### src/rtl/ped_crossing_ctrl.sv
// Pedestrian push-button front end: synchronise/debounce the button, latch a crossing
// request, then run WALK / flashing DON'T WALK / cooldown once traffic is held red.
`timescale 1ns/1ps
module ped_crossing_ctrl #(
  parameter int DEB_T   = 3,
  parameter int WALK_T  = 4,
  parameter int FLASH_T = 4,
  parameter int CD_T    = 3,
  parameter int CNT_W   = 8
) (
  input  logic             clk,
  input  logic             rst,
  input  logic             tick,
  input  logic             btn_raw,
  input  logic             cross_ok,
  output logic             ped_req,
  output logic             walk,
  output logic             dont_walk,
  output logic             aborted,
  output logic [CNT_W-1:0] press_cnt
);

  localparam int MAX_WF = (WALK_T > FLASH_T) ? WALK_T : FLASH_T;
  localparam int MAX_T  = (MAX_WF > CD_T) ? MAX_WF : CD_T;
  localparam int TMR_W  = $clog2(MAX_T + 1);
  localparam int DEB_W  = $clog2(DEB_T + 1);

  typedef enum logic [2:0] {S_IDLE, S_REQ, S_WALK, S_FLASH, S_COOL} state_t;

  logic             r_sync1, r_sync2;
  logic             r_deb_level;
  logic [DEB_W-1:0] r_deb_cnt;
  logic             r_press;
  state_t           r_state;
  logic [TMR_W-1:0] r_timer;
  logic             r_phase;
  logic             r_pending;

  state_t           w_state_next;
  logic [TMR_W-1:0] w_timer_next;
  logic             w_phase_next;
  logic             w_pending_next;
  logic             w_abort;
  logic             w_dw_next;

  // Debounce runs only on ticks; an accepted rising level yields a one-clk press pulse.
  always_ff @(posedge clk or posedge rst) begin
    if (rst) begin
      r_sync1     <= 1'b0;
      r_sync2     <= 1'b0;
      r_deb_level <= 1'b0;
      r_deb_cnt   <= '0;
      r_press     <= 1'b0;
    end else begin
      r_sync1 <= btn_raw;
      r_sync2 <= r_sync1;
      r_press <= 1'b0;
      if (tick) begin
        if (r_sync2 != r_deb_level) begin
          if (r_deb_cnt == DEB_W'(DEB_T - 1)) begin
            r_deb_level <= r_sync2;
            r_deb_cnt   <= '0;
            r_press     <= r_sync2;
          end else begin
            r_deb_cnt <= r_deb_cnt + DEB_W'(1);
          end
        end else begin
          r_deb_cnt <= '0;
        end
      end
    end
  end

  always_comb begin
    w_state_next   = r_state;
    w_timer_next   = r_timer;
    w_phase_next   = r_phase;
    w_pending_next = r_pending;
    w_abort        = 1'b0;
    if (r_press && (r_state == S_WALK || r_state == S_FLASH || r_state == S_COOL))
      w_pending_next = 1'b1;
    case (r_state)
      S_IDLE: if (r_press) w_state_next = S_REQ;
      S_REQ: begin
        if (cross_ok) begin
          w_state_next = S_WALK;
          w_timer_next = TMR_W'(WALK_T);
        end
      end
      S_WALK, S_FLASH: begin
        // Losing cross_ok outranks any tick expiry on the same edge.
        if (!cross_ok) begin
          w_state_next = S_COOL;
          w_timer_next = TMR_W'(CD_T);
          w_abort      = 1'b1;
        end else if (tick) begin
          if (r_state == S_FLASH) w_phase_next = ~r_phase;
          if (r_timer == TMR_W'(1)) begin
            if (r_state == S_WALK) begin
              w_state_next = S_FLASH;
              w_timer_next = TMR_W'(FLASH_T);
              w_phase_next = 1'b1;
            end else begin
              w_state_next = S_COOL;
              w_timer_next = TMR_W'(CD_T);
            end
          end else begin
            w_timer_next = r_timer - TMR_W'(1);
          end
        end
      end
      S_COOL: begin
        if (tick) begin
          if (r_timer == TMR_W'(1)) begin
            w_state_next   = (r_pending || r_press) ? S_REQ : S_IDLE;
            w_pending_next = 1'b0;
          end else begin
            w_timer_next = r_timer - TMR_W'(1);
          end
        end
      end
      default: w_state_next = S_IDLE;
    endcase
  end

  always_comb begin
    w_dw_next = 1'b1;
    if (w_state_next == S_WALK)       w_dw_next = 1'b0;
    else if (w_state_next == S_FLASH) w_dw_next = w_phase_next;
  end

  // Lamps and request are registered from the next state so they switch on the transition edge.
  always_ff @(posedge clk or posedge rst) begin
    if (rst) begin
      r_state   <= S_IDLE;
      r_timer   <= '0;
      r_phase   <= 1'b0;
      r_pending <= 1'b0;
      ped_req   <= 1'b0;
      walk      <= 1'b0;
      dont_walk <= 1'b1;
      aborted   <= 1'b0;
      press_cnt <= '0;
    end else begin
      r_state   <= w_state_next;
      r_timer   <= w_timer_next;
      r_phase   <= w_phase_next;
      r_pending <= w_pending_next;
      ped_req   <= (w_state_next == S_REQ);
      walk      <= (w_state_next == S_WALK);
      dont_walk <= w_dw_next;
      aborted   <= w_abort;
      if (r_press && (press_cnt != {CNT_W{1'b1}}))
        press_cnt <= press_cnt + CNT_W'(1);
    end
  end

endmodule

### config.mk
export PLATFORM = sky130hd
export DESIGN_NAME = ped_crossing_ctrl
export DESIGN_NICKNAME = d
export VERILOG_FILES = /design/src/rtl/ped_crossing_ctrl.sv
export SDC_FILE = /design/constraint.sdc
export NUM_CORES = 1
export LEC_CHECK = 0
export ABC_AREA = 1
export CORE_AREA = 2 2 56 58
export DETAILED_ROUTE_END_ITERATION = 8
export DIE_AREA = 0 0 58 60
export GPL_TIMING_DRIVEN = 0
export PLACE_DENSITY = 0.68
export SYNTH_ARGS = -nofsm -noshare
export SYNTH_HDL_FRONTEND = slang
export SYNTH_SLANG_ARGS = --single-unit
### constraint.sdc
create_clock -name clk -period 2.75 [get_ports clk]
set_input_delay 0.55 -clock clk [delete_from_list [all_inputs] [get_ports clk]]
set_output_delay 0.55 -clock clk [all_outputs]
set_load 0.02 [all_outputs]
Word-level counts from Yosys, hierarchy flattened

Index checks and enable logic that the tools add are counted.

Register bits after elaboration: 26
Output and inout port bits: 12

$add $sub $neg: 3
Equal/unequal tests: 15
Muxes and demuxes: 37
Bitwise operators: 1
Reduce and logical (&&, ||, !) cells: 10

Operators with widths:

| cell                                                                  | number |
|---|---|
| 3-bit 2-to-1 mux                                                      | 15 |
| 1-bit 2-to-1 mux                                                      | 18 |
| 3-bit by 2-bit equality test with 1-bit output, second input constant | 4 |
| 3-bit one-hot mux with 4 select lines                                 | 1 |
| 3-bit by 1-bit equality test with 1-bit output, second input constant | 3 |
| 3-bit one-hot mux with 3 select lines                                 | 1 |
| 8-bit by 1-bit adder with 8-bit output, second input constant         | 1 |
| 8-bit inequality test, second input constant                          | 1 |
| 2-bit inequality test, second input constant                          | 3 |
| 5-bit AND reduction                                                   | 1 |
| 2-bit 2-to-1 mux                                                      | 2 |
| 3-bit equality test, second input constant                            | 1 |
| 3-bit logical NOT                                                     | 1 |
| 1-bit logical OR                                                      | 3 |
| 3-bit inequality test, second input constant                          | 1 |
| 3-bit AND reduction                                                   | 1 |
| 3-bit nonzero test                                                    | 1 |
| 3-bit by 1-bit subtractor with 3-bit output, second input constant    | 1 |
| 2-bit by 1-bit adder with 2-bit output, second input constant         | 1 |
| 2-bit equality test, second input constant                            | 1 |
| 1-bit logical AND                                                     | 2 |
| 2-bit OR reduction                                                    | 1 |
| 1-bit inequality test                                                 | 1 |
| 1-bit NOT                                                             | 1 |

Depth between registers and ports, before layout

Word-level depth: 9
Mapped depth: 11
Gate-level depth less buffers: 11

Worst setup path before layout

OpenSTA, ideal clock, no wires.

Path type: reg2reg
Start: register press_cnt[0]
End: register press_cnt[2]
Library setup time: 0.123 ns
Arrival time: 1.290 ns
Data required time: 2.627 ns
Path slack: 1.337 ns
Stages on the path, launching flop included: 7
Buffers on the path: 0
Path through: dfrtp_1 -> ha_1 -> nand3_2 -> o21ai_4 -> inv_4 -> nand3_1 -> nand2_1

Longest elaborated chain between the ends: 2

Ends and longest elaborated chain:

| element                                                                                        | line | RTL |
|---|---|---|
| start, declared                                                                                | 20   | `output logic [CNT_W-1:0] press_cnt` |
| start signal, assigned                                                                         | 154  | `press_cnt <= press_cnt + CNT_W'(1);` |
| parallel branches: the longest is 2 deep, another holds 8-bit by 1-bit adder with 8-bit output | --   |  |

Parallel ways; which one is timed is not known.
A chain may end at the register's enable or synchronous reset.

Worst setup path after layout

Start: register press_cnt[5]
End: output press_cnt[5]

No word-level cell between the ends.

==> metrics.txt <==
status completed; top-area cell type share of the netlist area 0.463; Netlist cell types 25; Synth Warn # 0; FF+latch count, synth 26; Power Total 1.17 mW; gr usage total 0.165; pwr dens 743 mW/mm²; DR iter-0 viols 32; Worst path max stage delay 660 ps; Layout Skew 3.34 ps; Setup crit end kind output port; CTS tree yes; metal3 WL 74 µm; Reg clk slew, reported paths ~130 ps; Top Metal Used met4; PortBufs 16; Slew Limit Headroom 0.350; top post-synthesis cells by area dfrtp_1, nand2_1, inv_1; achievable frequency 497 MHz; critical setup path kind register to output port; crit path cell chain clkdlybuf4s50_1; htree depth 1; DR DRC count 0; postcts setup bufs 0; clock root cell clkbuf_4; clock sinks 26; R2R Setup Slk 1130 ps; Hold Fails Final Rpt 0; Hold Path Depth 0; dominant cell type by area after synthesis dfrtp_1; die area 0.00348 mm²; share of cells above drive strength 1 0.0628; WP data required 2200 ps; instance count of the mapped netlist 171; Mapped Area 0.00135 mm²; Resized cells post-CTS 0; vias per cell 5.10; Slew @ Worst Pin about 970 ps; grt ovf 0; FF-to-FF End r_timer[0]$_DFFE_PP0P_; diode count 0; Util after Layout 0.544; Top Ports 17; post-synthesis average cell area 7.91 µm²; Leakage Power ~0.8 nW; CP startpoint kind register; core area 0.00290 mm²; DPL Wire Length 1.84 mm; Critical Path AT approximately 1500 ps; CTS Buf Count 3; crit path time final around 2000 ps; WL per Instance 10.9 µm; row cnt 20; initial core utilization 0.466; Crit-path slowest cell clkdlybuf4s50_1; Clock Tree Buf Depth 2; Peak VDD IR 0.417 mV; met2 wire length roughly 1.2 mm; Critical R2R Launch r_timer[0]$_DFFE_PP0P_; Pre-antenna DRT Iters 4; first-pass GRT wire length about 4.4 mm; Seq/Total Area, Yosys 0.482; worst-skew pair later-pin latency 310 ps; Crit. path cell count 1; Endpoint, Worst Hold r_sync2$_DFF_PP0_; final setup TNS 0 ps; max cap viols 0; max-slew violations 0; Hold Path Class register to register; Tcrit/Tclk final 0.732; Crit. Startpoint press_cnt[5]$_DFFE_PP0P_; CP max FO 5; Vias 1143; unrepaired setup endpoints after global routing no; post-route ant nets 0; Mapped Nets 179; CP delay by family, top buffers and inverters; antenna violations before repair 0; worst r2r path cells 7; Worst Path Buf+Inv 1; GP Congestion 0.798; nets@finish 200; largest net degree at the start of global routing 27; hold_sp r_sync1$_DFF_PP0_; Die Width around 58 µm; WL met1 approximately 1.2 mm; vias in the first global route 1054; setup violators final 0; DRT Wirelength 2.44 mm; # hold bufs at CTS 0; DIE HEIGHT ~60 µm; P&R area growth vs syn 16.8%
-- registers in the layout, summed over array words and instances (netlist names) --
| name | flops |
|---|---|
| r_timer | 3 |
| dont_walk | 1 |
| r_pending | 1 |
| ped_req | 1 |
| r_state | 3 |
| r_phase | 1 |
| r_deb_cnt | 2 |
| press_cnt | 8 |
| walk | 1 |
| r_deb_level | 1 |
| r_sync2 | 1 |
| r_sync1 | 1 |
| aborted | 1 |
| r_press | 1 |
-- report_power, final --
group | total, mW | internal (mW) | switching, mW | leakage, nW
clock | 0.161 | 0.0566 | 0.104 | 0.0150
sequential | 0.534 | 0.471 | 0.0627 | 0.340
combinational | 0.479 | 0.188 | 0.291 | 0.446
total | 1.17 | 0.715 | 0.458 | 0.801
-- cells in the mapped netlist --
master   instances
nand2_1         48
inv_1           26
dfrtp_1         25
nand3_1         14
nor2_1          13
o21ai_0         10
a21oi_1          8
xor2_1           4
ha_1             3
xnor2_1          3
nand2_2          2
nand4_1          2
a31oi_1          1
dfstp_2          1
inv_2            1
inv_4            1
nand3_2          1
nor2_2           1
nor2_4           1
nor3_1           1
o21ai_1          1
o21ai_4          1
o22ai_1          1
o31ai_1          1
or2_1            1
-- placed cells by master (no fill, tap or decap) --
| cell type | n |
|---|---|
| a21oi_1 | 8 |
| a31oi_1 | 1 |
| clkbuf_1 | 1 |
| clkbuf_4 | 3 |
| clkdlybuf4s50_1 | 16 |
| dfrtp_1 | 25 |
| dfstp_2 | 1 |
| ha_1 | 3 |
| inv_1 | 26 |
| inv_2 | 1 |
| inv_4 | 1 |
| nand2_1 | 48 |
| nand2_2 | 2 |
| nand3_1 | 14 |
| nand3_2 | 1 |
| nand4_1 | 2 |
| nor2_1 | 13 |
| nor2_2 | 1 |
| nor2_4 | 1 |
| nor3_1 | 1 |
| o21ai_0 | 10 |
| o21ai_1 | 1 |
| o21ai_4 | 1 |
| o22ai_1 | 1 |
| o31ai_1 | 1 |
| or2_1 | 1 |
| xnor2_1 | 3 |
| xor2_1 | 4 |
-- stage by stage --
step | setup WS [ps] | cells | hold slack, ps | cell area [µm²]
after global placement | 678 | 220 | 341 | 1550
final | 737 | 224 | 373 | 1580
after CTS | 714 | 224 | 375 | 1580
after floorplan | 1340 | 171 | 331 | 1350
after global routing | 672 | 224 | 387 | 1580
after detailed placement | 651 | 220 | 345 | 1550
-- worst reg2reg max path, stage by stage, from the launching register on --
cell     delay, ps
dfrtp_1        430
ha_1           220
nand2_1        200
nand3_1        110
a21oi_1        290
inv_1          130
nand2_1         80
nand2_1         50
-- worst max path at each step --
stage	slack (ps)	endpoint
floorplan	1340	press_cnt[2]$_DFFE_PP0P_
global placement	680	r_timer[1]$_DFFE_PP0P_
detailed placement	650	r_timer[0]$_DFFE_PP0P_
CTS	710	press_cnt[5]
global route	670	press_cnt[5]
finish	740	press_cnt[5]
-- layer usage --
| layer | global-route usage | up-vias |
|---|---|---|
| met3 | 0.0195 | 2 |
| met4 | 0.0598 | 0 |
| li1 | - | 580 |
| met1 | 0.215 | 541 |
| met2 | 0.284 | 20 |
| met5 | 0 | - |
-- area by class of cell --
type,instances,area [µm²]
multi-input combinational,117,593
clock buffer,4,26.3
fill,274,1320
inverter,28,108
tap,33,41.3
timing repair buffer,16,160
sequential,26,652
-- cells by family (layout without fill, tap and decap cells) --
logic type | after synthesis | after routing | synth area share
AO/OA/AOI/OAI | 23 | 23 | 0.0971
XOR/XNOR | 7 | 7 | 0.0453
buffers and inverters | 28 | 48 | 0.0796
AND/OR/NAND/NOR | 84 | 84 | 0.268
flip-flops | 26 | 26 | 0.482
adder cells (fa/ha/maj) | 3 | 3 | 0.0278
(Power assumes the default switching activity.)
